<file path="config.mk">
export PLATFORM = sky130hd
export DESIGN_NAME = bcd_countdown_timer_flat
export DESIGN_NICKNAME = d
export VERILOG_FILES = /design/src/rtl/timer_pkg.sv /design/src/rtl/bcd_countdown_timer_if.sv /design/src/rtl/bcd_digit_down.sv /design/src/rtl/bcd_countdown_timer.sv /design/src/flat_wrapper.sv
export SDC_FILE = /design/constraint.sdc
export NUM_CORES = 1
export LEC_CHECK = 0
export CORE_MARGIN = 2
export CORE_UTILIZATION = 30
export CTS_BUF_LIST = sky130_fd_sc_hd__clkbuf_8
export DETAILED_ROUTE_END_ITERATION = 10
export DONT_BUFFER_PORTS = 1
export PLACE_DENSITY = 0.43
export SYNTH_ARGS = -nofsm -noshare
export SYNTH_HDL_FRONTEND = slang
export SYNTH_SLANG_ARGS = --single-unit
</file>
<file path="constraint.sdc">
create_clock -name CLK -period 2.5 [get_ports CLK]
set_clock_uncertainty 0.05 [all_clocks]
set_input_delay 0.5 -clock CLK [delete_from_list [all_inputs] [get_ports CLK]]
set_output_delay 0.5 -clock CLK [all_outputs]
set_load 0.03 [all_outputs]
</file>
<file path="src/rtl/timer_pkg.sv">
`default_nettype none
// +----------------------------------------------------------------------+
// | timer_pkg : shared state encoding and BCD digit limits for the        |
// |             countdown timer                                           |
// | Rev 1.0                                                              |
// +----------------------------------------------------------------------+
package timer_pkg;

  typedef enum logic [1:0] {
    ST_IDLE    = 2'd0,
    ST_RUNNING = 2'd1,
    ST_PAUSED  = 2'd2
  } state_t;

  localparam int BCD_W         = 4;
  localparam int SEC_UNITS_MAX = 9;
  localparam int TENS_SECS_MAX = 5;
  localparam int MIN_MAX       = 9;

  // Borrow reload value for a digit position: 0 = secs, 1 = tens_secs, else minutes.
  function automatic int digit_limit(input int pos);
    if (pos == 0) return SEC_UNITS_MAX;
    if (pos == 1) return TENS_SECS_MAX;
    return MIN_MAX;
  endfunction

endpackage
`default_nettype wire

</file>
<file path="src/rtl/bcd_countdown_timer_if.sv">
`default_nettype none
// +----------------------------------------------------------------------+
// | bcd_countdown_timer_if : key-entry/control strobes and count outputs  |
// | Rev 1.0                                                              |
// +----------------------------------------------------------------------+
interface bcd_countdown_timer_if
  import timer_pkg::*;
#(
  parameter int MIN_DIGITS = 2
);
  localparam int N = MIN_DIGITS + 2;

  logic [BCD_W-1:0]   digit;
  logic               digit_valid;
  logic               start;
  logic               stop;
  logic               cancel;
  logic [BCD_W*N-1:0] digits;
  logic               running;
  logic               zero;
  logic               done;
  logic               entry_err;

  modport master (
    output digit, digit_valid, start, stop, cancel,
    input  digits, running, zero, done, entry_err
  );

  modport slave (
    input  digit, digit_valid, start, stop, cancel,
    output digits, running, zero, done, entry_err
  );

endinterface
`default_nettype wire

</file>
<file path="src/rtl/bcd_digit_down.sv">
`default_nettype none
// +----------------------------------------------------------------------+
// | bcd_digit_down : one BCD digit with shift-load and borrow decrement   |
// | Rev 1.0                                                              |
// +----------------------------------------------------------------------+
module bcd_digit_down
  import timer_pkg::*;
#(
  parameter int LIMIT = SEC_UNITS_MAX
) (
  input  logic             CLK,
  input  logic             clear,
  input  logic             clr,
  input  logic             load,
  input  logic [BCD_W-1:0] shift_in,
  input  logic             borrow_in,
  output logic [BCD_W-1:0] q,
  output logic             borrow_out,
  output logic             is_zero
);

  logic [BCD_W-1:0] val_q, val_d;

  assign is_zero    = (val_q == '0);
  assign borrow_out = borrow_in && is_zero;
  assign q          = val_q;

  always_comb begin
    val_d = val_q;
    if (clr) begin
      val_d = '0;
    end else if (load) begin
      val_d = shift_in;
    end else if (borrow_in) begin
      val_d = is_zero ? BCD_W'(LIMIT) : val_q - BCD_W'(1);
    end
  end

  always_ff @(posedge CLK or posedge clear) begin
    if (clear) begin
      val_q <= '0;
    end else begin
      val_q <= val_d;
    end
  end

endmodule
`default_nettype wire

</file>
<file path="src/rtl/bcd_countdown_timer.sv">
`default_nettype none
// +----------------------------------------------------------------------+
// | bcd_countdown_timer : keypad-loaded mm..:ss BCD countdown with        |
// |                       run/pause control and done/entry-error pulses   |
// | Rev 1.0                                                              |
// +----------------------------------------------------------------------+
module bcd_countdown_timer
  import timer_pkg::*;
#(
  parameter int MIN_DIGITS = 2,
  parameter int TICK_DIV   = 1
) (
  input  logic                 CLK,
  input  logic                 clear,
  bcd_countdown_timer_if.slave tif
);

  localparam int N  = MIN_DIGITS + 2;
  localparam int PW = (TICK_DIV > 1) ? $clog2(TICK_DIV) : 1;
  localparam logic [PW-1:0] C_PRESC_LAST = PW'(TICK_DIV - 1);

  state_t        state_q, state_d;
  logic [PW-1:0] presc_q, presc_d;
  logic          done_q, done_d;
  logic          err_q, err_d;

  logic [N-1:0][BCD_W-1:0] w_dig;
  logic [N-1:0]            w_dig_zero;
  logic                    w_load;
  logic                    w_tick;
  logic                    w_zero;
  logic                    w_is_one;
  logic                    w_borrow_top;

  assign w_zero   = &w_dig_zero;
  assign w_is_one = (w_dig[0] == BCD_W'(1)) && (&w_dig_zero[N-1:1]);
  assign w_tick   = (state_q == ST_RUNNING) && (presc_q == C_PRESC_LAST) && !w_zero;

  for (genvar i = 0; i < N; i++) begin : g_digit
    logic [BCD_W-1:0] w_shift_in;
    logic             w_bin;
    logic             w_bout;

    if (i == 0) begin : g_lsd
      assign w_shift_in = tif.digit;
      assign w_bin      = w_tick;
    end else begin : g_upper
      assign w_shift_in = w_dig[i-1];
      assign w_bin      = g_digit[i-1].w_bout;
    end

    bcd_digit_down #(
      .LIMIT (digit_limit(i))
    ) u_digit (
      .CLK        (CLK),
      .clear      (clear),
      .clr        (tif.cancel),
      .load       (w_load),
      .shift_in   (w_shift_in),
      .borrow_in  (w_bin),
      .q          (w_dig[i]),
      .borrow_out (w_bout),
      .is_zero    (w_dig_zero[i])
    );
  end

  // Never set while running (count is nonzero there); folded in as a zero-reach guard.
  assign w_borrow_top = g_digit[N-1].w_bout;

  always_comb begin
    state_d = state_q;
    presc_d = presc_q;
    done_d  = 1'b0;
    err_d   = 1'b0;
    w_load  = 1'b0;
    if (tif.cancel) begin
      state_d = ST_IDLE;
      presc_d = '0;
    end else begin
      if (state_q == ST_RUNNING) begin
        presc_d = w_tick ? '0 : presc_q + PW'(1);
      end
      // Reaching zero overrides a coincident stop.
      if (w_tick && (w_is_one || w_borrow_top)) begin
        state_d = ST_IDLE;
        done_d  = 1'b1;
      end else if (tif.stop) begin
        if (state_q == ST_RUNNING) state_d = ST_PAUSED;
      end else if (tif.start) begin
        if (state_q == ST_IDLE && !w_zero) begin
          state_d = ST_RUNNING;
          presc_d = '0;
        end else if (state_q == ST_PAUSED) begin
          state_d = ST_RUNNING;
        end
      end else if (tif.digit_valid) begin
        if (state_q == ST_IDLE && tif.digit <= BCD_W'(SEC_UNITS_MAX) &&
            w_dig[0] <= BCD_W'(TENS_SECS_MAX)) begin
          w_load = 1'b1;
        end else begin
          err_d = 1'b1;
        end
      end
    end
  end

  always_ff @(posedge CLK or posedge clear) begin
    if (clear) begin
      state_q <= ST_IDLE;
      presc_q <= '0;
      done_q  <= 1'b0;
      err_q   <= 1'b0;
    end else begin
      state_q <= state_d;
      presc_q <= presc_d;
      done_q  <= done_d;
      err_q   <= err_d;
    end
  end

  assign tif.digits    = w_dig;
  assign tif.running   = (state_q == ST_RUNNING);
  assign tif.zero      = w_zero;
  assign tif.done      = done_q;
  assign tif.entry_err = err_q;

endmodule
`default_nettype wire
</file>
<file path="src/flat_wrapper.sv">
// flat-port wrapper written by rule: the top's interface ports become plain ports
module bcd_countdown_timer_flat import timer_pkg::*;
#(
  parameter int MIN_DIGITS = 2,
  parameter int TICK_DIV   = 1
)
  (CLK, clear, tif_digit, tif_digit_valid, tif_start, tif_stop, tif_cancel, tif_digits, tif_running, tif_zero, tif_done, tif_entry_err);
  bcd_countdown_timer_if #(.MIN_DIGITS(MIN_DIGITS)) tif_i ();
  input  logic CLK;
  input  logic clear;
  input wire logic [$bits(tif_i.digit)-1:0] tif_digit;
  input wire logic [$bits(tif_i.digit_valid)-1:0] tif_digit_valid;
  input wire logic [$bits(tif_i.start)-1:0] tif_start;
  input wire logic [$bits(tif_i.stop)-1:0] tif_stop;
  input wire logic [$bits(tif_i.cancel)-1:0] tif_cancel;
  output wire logic [$bits(tif_i.digits)-1:0] tif_digits;
  output wire logic [$bits(tif_i.running)-1:0] tif_running;
  output wire logic [$bits(tif_i.zero)-1:0] tif_zero;
  output wire logic [$bits(tif_i.done)-1:0] tif_done;
  output wire logic [$bits(tif_i.entry_err)-1:0] tif_entry_err;
  assign tif_i.digit = tif_digit;
  assign tif_i.digit_valid = tif_digit_valid;
  assign tif_i.start = tif_start;
  assign tif_i.stop = tif_stop;
  assign tif_i.cancel = tif_cancel;
  assign tif_digits = tif_i.digits;
  assign tif_running = tif_i.running;
  assign tif_zero = tif_i.zero;
  assign tif_done = tif_i.done;
  assign tif_entry_err = tif_i.entry_err;
  bcd_countdown_timer #(.MIN_DIGITS(MIN_DIGITS), .TICK_DIV(TICK_DIV)) u_core (.CLK(CLK), .clear(clear), .tif(tif_i));
endmodule
</file>
==> impl_results.md, run 1 <==
* Outcome: complete, no violations
* Worst Hold Class: primary input to asynchronous set/reset pin
* Synthesized area per cell at 8.49 um2
* Yosys cell types at 39
* Switch share at 0.310
* Worst Path Max Fanout at 9
* Via count at 1210
* Grt ovf at 0
* Die extent in y at 69.6 um
* WP data required at 1950 ps
* Die ar. at 4840 um2
* Final Hold Vio Count at 0
* Synth top area share at 0.407
* GRT Util Overall at 0.152
* Final Max Tran Viols at 0
* Number of global-route vias before repair at 1159
* CP endpoint kind: output pin
* Avg Vias per Cell at between 5 and 6
* Dominant synthesized flop cell: dfrtp_1
* Max clock buf depth at 2
* Synth top area cells: dfrtp_1, nor2_1, nand2_1, o21ai_0, nor3_1
* Leakage power at ~0.64 nW
* Final ANT Viol Nets at 0
* Least-Margin Pin Slew at 833 ps
* Routability congestion estimate at about 0.76
* EDFF count, synth at 0
* Syn Inst Count at roughly 150
* Tot Pwr at between 700 and 800 uW
* CORE AREA at 4060 um2
* Non-filler cells, final at 217
* DRC viols at 0
* Cell Rows at 23
* Sequential power share at 0.484
* Final setup vio count at 0
* Sw Pwr at 228 uW
* Fin Hold WS at approximately 230 ps
* Clk network pwr share at 0.318
* Post-synth ARST share at 1.00
* Cts bufs inserted at 3
* Hold_buf cts at 0
* Fin nets at about 180
* Slew headroom at 0.444
* Peak supply drop at around 0.17 mV
* Crit Path Class: flop to output pin
* Clock sinks at 21
* Max Cap Viol at 0
* Initial Util at 0.318
* DR pass1 iterations at 4
* IO buf count at 0
* Average wire per standard cell at 16.4 um
* Ys Warns at 0
* Peak Freq at 424 MHz
* Post-CTS setup buffer count at 0
* Deepest level of the CTS H-tree at 1
* TritonCTS clock tree: done
* Synthesized area at around 1300 um2
* Dpl hpwl at about 2600 um
* Area delta synth->final at 16.3%
* Initial antenna violation count at 0
* Clock transition at the registers of the reported paths at 90 ps
* Pint at 509 uW
* Global-route wire length before repair at 5960 um
* Antenna cells at 0
* Combinational share of power at 0.197
* Worst path arrival time at between 1500 and 2000 ps
* Largest net degree at the start of global routing at 22
* Total Neg Setup Slack at 0 ps
* Sequential element share of the synthesized area at 0.407
* DR iter-0 viols at 67
* Die width at 69.6 um
* Cell taking the most area after synthesis: dfrtp_1
* Startpoint Class: flop
* RSZ-0062 raised after global routing: no
* Syn nets at 162
* Worst skew pair latency at ~270 ps
* Root Driver: clkbuf_8
* Synth Register Bits at 21
* WL final at 3550 um
* Min Tclk post-route at ~2400 ps
* CTS resizes at 0
* # IOs at 30
* Layout cells sized above 1 at 0.198
* Pwr Density at about 500 nW/um2
* Cells after DPL at between 200 and 250
* Crit share post-route at 0.942
cells in the final DEF, fill, tap and decap left out, drive strengths merged, types with 2 or more instances in the layout:
cell type,count
a211oi,2
a2111oi,2
nand3,3
inv,3
o21ai,12
nand2,19
nor4,5
nor3,10
nor4b,2
a21oi,7
or4b,2
buf,21
clkbuf,3
o31ai,4
dfrtp,21
nor3b,4
nand4,4
mux2i,3
xnor2,3
or3b,3
nor2,21
power groups by stage:
stage	clock network [mW]	logic (mW)	registers, mW
2_1_floorplan	0	0.101	0.372
3_3_place_gp	0	0.146	0.364
3_5_place_dp	0	0.146	0.364
4_1_cts	0.240	0.147	0.357
5_1_grt	0.256	0.159	0.359
6_report	0.235	0.145	0.357
Yosys cell counts, types with 4 or more instances:
cell type / number
dfrtp_1: 21
nor4_1: 4
nand4_1: 4
nor3b_1: 4
nand2_1: 19
o31ai_1: 4
o21ai_0: 12
a21oi_1: 7
clkbuf_1: 4
nor2_1: 21
nor3_1: 10
cells by family after synthesis:
family                    share of synthesized area
and+or+nand+nor                               0.339
buffers and inverters                        0.0524
AOI/OAI and AO/OA                             0.157
xor gates and xnor gates                     0.0204
muxes                                        0.0233
DFF                                           0.407
worst max-delay path, stage by stage, from the launching register on:
cell     delay (ps)
dfrtp_1         510
nor4_1          230
buf_4           170
and4_1          390
buf_4           230
sequential cells by signal, indices dropped and copies added, names as in the netlist:
register,cells
u_core.tif.done,1
u_core.presc_q,1
u_core.tif.entry_err,1
u_core.g_digit.u_digit.q,16
u_core.state_q,2
area by class of cell:
type	count	area [um2]
clock inverters	1	5.00
repair buffers	21	158
clock buffers	3	41.3
well taps	50	62.6
fillers	418	2560
multi-input cells	118	697
inverters	3	11.3
flip-flops and latches	21	526
layer usage:
| metal | vias up | wire length [um] | GRT usage |
|---|---|---|---|
| li1 | 580 | - | - |
| met3 | 5 | 194 | 0.0349 |
| met2 | 38 | 1660 | 0.233 |
| met1 | 587 | 1650 | 0.211 |
| met5 | - | 0 | 0 |
| met4 | 0 | 44 | 0.0479 |
metrics by stage:
step	instance area [um2]	worst slack, ps	utilization
5_1_grt	1500	65.9	0.370
3_3_place_gp	1450	446	0.358
3_5_place_dp	1450	428	0.358
4_1_cts	1500	126	0.370
2_1_floorplan	1290	297	-
6_report	1500	144	0.370
worst paths after layout:
path / startpoint / cells after the start / slack, ps / to
setup / recovery: u_core.g_digit[3].u_digit.q[3] / 4 / 140 / tif_zero
hold / removal: clear / 1 / 230 / u_core.g_digit[3].u_digit.q[1]
setup reg to reg: u_core.state_q[1] / 5 / 410 / u_core.g_digit[1].u_digit.q[2]
hold reg to reg: u_core.state_q[0] / 2 / 600 / u_core.state_q[1]
max in group asynchronous: clear / 1 / 1650 / u_core.g_digit[0].u_digit.q[1]
min in group CLK: tif_cancel / 1 / 240 / u_core.g_digit[1].u_digit.q[0]
(Power assumes the default switching activity.)
==> run 2, diff against run 1 <==
--- a/config.mk
+++ b/config.mk
@@ -7,9 +7,10 @@
 export LEC_CHECK = 0
 export CORE_MARGIN = 2
 export CORE_UTILIZATION = 30
-export CTS_BUF_LIST = sky130_fd_sc_hd__clkbuf_8
+export CTS_BUF_LIST = sky130_fd_sc_hd__clkbuf_16
 export DETAILED_ROUTE_END_ITERATION = 10
 export DONT_BUFFER_PORTS = 1
+export GPL_TIMING_DRIVEN = 0
 export PLACE_DENSITY = 0.43
 export SYNTH_ARGS = -nofsm -noshare
 export SYNTH_HDL_FRONTEND = slang
==> impl_results.md, run 2 (synthesis results as in run 1) <==
* Final setup vio count at 0 (unchanged)
* Grt ovf at 0 (unchanged)
* Final Hold Vio Count at 0 (unchanged)
* WP data required at 1950 ps (about the same)
* CORE AREA at 4060 um2 (unchanged)
* Initial Util at 0.318 (unchanged)
* IO buf count at 0 (unchanged)
* GRT Util Overall at 0.149 (was 0.152)
* Crit path buf inv count at 2 (unchanged)
* DP Area at 1350 um2 (was 1450 um2)
* Crit share post-route at 0.979 (was 0.942)
* RSZ-0062 raised after global routing: yes (was no)
* Worst path arrival time at 1900 ps (was 1810 ps)
* Cts bufs inserted at 3 (unchanged)
* Die ar. at 4840 um2 (unchanged)
* Final Cell Area at 1460 um2 (was 1500 um2)
* Die width at 69.6 um (unchanged)
* Clock sinks at 21 (unchanged)
* Fin nets at 167 (was 178)
* Sw Pwr at 245 uW (was 228 uW)
* Max clock buf depth at 2 (unchanged)
* Worst Hold Class: primary input to asynchronous set/reset pin (unchanged)
* R2R Setup Slk at 150 ps (was 410 ps)
* Routability congestion estimate at 0.762 (was 0.763)
* Least-Margin Pin Slew at 857 ps (was 833 ps)
* Cell Rows at 23 (unchanged)
* Setup WS post-layout at 52.2 ps (was 144 ps)
* Peak Freq at 409 MHz (was 424 MHz)
* Leakage power at 0.597 nW (was 0.643 nW)
* Startpoint Class: flop (unchanged)
* Crit path max-delay family: simple AND/OR/NAND/NOR gates (unchanged)
* Layout cells sized above 1 at 0.147 (was 0.198)
* Die extent in y at 69.6 um (unchanged)
* # IOs at 30 (unchanged)
* Leading cell types in the layout, fill and taps excluded: nor2_1, dfrtp_1, nand2_1 (was nor2_1, buf_4, dfrtp_1)
* Non-filler cells, final at 206 (was 217)
* R2R Path End: u_core.g_digit[1].u_digit.q[2] (unchanged)
* Final Max Tran Viols at 0 (unchanged)
* Fin Hold WS at 252 ps (was 227 ps)
* Global-route wire length before repair at 5890 um (was 5960 um)
* Clock transition at the registers of the reported paths at 60 ps (was 90 ps)
* Via count at 1155 (was 1210)
* Crit-path max cell delay at 490 ps (was 510 ps)
* CP endpoint kind: output pin (unchanged)
* Clk network pwr share at 0.416 (was 0.318)
* Slew headroom at 0.428 (was 0.444)
* CP endpoint: tif_zero (unchanged)
* Critical path depth in cells at 4 (unchanged)
* Place WS at 29.9 ps (was 428 ps)
* DR pass1 iterations at 4 (unchanged)
* Worst skew pair latency at 260 ps (was 270 ps)
* Crit Path Class: flop to output pin (unchanged)
* Root Driver: clkbuf_16 (was clkbuf_8)
* Deepest level of the CTS H-tree at 1 (unchanged)
* Antenna cells at 0 (unchanged)
* R2r worst-path depth at 6 (was 5)
* Worst-path cell chain: buf_4 -> nor4_4 -> and4_1 -> clkbuf_4 (was nor4_1 -> buf_4 -> and4_1 -> buf_4)
* Cells after DPL at 202 (was 213)
* Sequential power share at 0.431 (was 0.484)
* Combinational share of power at 0.152 (was 0.197)
* Crit path launch: u_core.g_digit[0].u_digit.q[3] (was u_core.g_digit[3].u_digit.q[3])
* Number of global-route vias before repair at 1155 (was 1159)
* Average wire per standard cell at 16.7 um (was 16.4 um)
* Tot Pwr at 853 uW (was 737 uW)
* Startpoint of the worst register-to-register path: u_core.g_digit[0].u_digit.q[3] (was u_core.state_q[1])
* Area delta synth->final at 12.9% (was 16.3%)
* Dpl hpwl at 2500 um (was 2630 um)
* Avg Vias per Cell at 5.61 (was 5.58)
* DR iter-0 viols at 107 (was 67)
* Min Tclk post-route at 2450 ps (was 2360 ps)
* Pwr Density at 585 nW/um2 (was 491 nW/um2)
* Total Neg Setup Slack at 0 ps (unchanged)
* Pint at 608 uW (was 509 uW)
* Post-CTS setup buffer count at 0 (unchanged)
* Final ANT Viol Nets at 0 (unchanged)
* Peak supply drop at 0.241 mV (was 0.166 mV)
* Switch share at 0.287 (was 0.310)
* CP max stage cell: dfrtp_1 (unchanged)
* Max reg flops at 16 (unchanged)
* WL final at 3440 um (was 3550 um)
* Largest net degree at the start of global routing at 22 (unchanged)
* TritonCTS clock tree: done (unchanged)
* Worst Path Max Fanout at 9 (unchanged)
* Outcome: complete, no violations (unchanged)
* Final Core Density at 0.359 (was 0.370)
* Max Cap Viol at 0 (unchanged)
* DRC viols at 0 (unchanged)
* Initial antenna violation count at 0 (unchanged)
## run 2: per-layer routing
metal  global-route usage  vias to the layer above  part of all wire
li1                     -                      560                 -
met1                0.216                      551              0.48
met2                0.219                       39              0.43
met3               0.0392                        5             0.074
met4               0.0392                        0             0.012
met5                    0                        -                 0
## run 2: what timing repair did
| item | in CTS | in global routing |
|---|---|---|
| endpoints found under the setup margin | 1 | 8 |
| hold buffers | 0 | 0 |
| gates resized for setup | 2 | 6 |
## run 2: worst reg2reg max path, cell delays in order, from the launching register on
cell and delay, ps:
dfrtp_1 490, buf_4 230, nor4_4 420, or4b_4 530, a311o_1 330, a21oi_1 140, a21o_1 90
## run 2: area by class of cell
class | count | area (um2)
Fill cell | 432 | 2600
Multi-Input combinational cell | 118 | 716
Sequential cell | 21 | 526
Clock buffer | 3 | 75.1
Tap cell | 50 | 62.6
Buffer | 10 | 61.3
Inverter | 3 | 11.3
Clock inverter | 1 | 5.00
## run 2: worst min path at each step
stage,cells after the start,endpoint,from
2_1_floorplan,1,u_core.g_digit[0].u_digit.q[0],clear
3_3_place_gp,1,u_core.g_digit[0].u_digit.q[0],tif_cancel
3_5_place_dp,1,u_core.g_digit[0].u_digit.q[0],tif_cancel
4_1_cts,1,u_core.g_digit[0].u_digit.q[0],tif_cancel
5_1_grt,1,u_core.g_digit[1].u_digit.q[0],tif_cancel
6_report,1,u_core.g_digit[3].u_digit.q[0],clear
## run 2: power groups by stage
stage	logic, mW	clock network (mW)	registers, mW
after global routing	0.145	0.373	0.369
after CTS	0.129	0.359	0.368
final	0.130	0.355	0.368
after floorplan	0.101	0	0.372
after detailed placement	0.127	0	0.375
after global placement	0.126	0	0.374
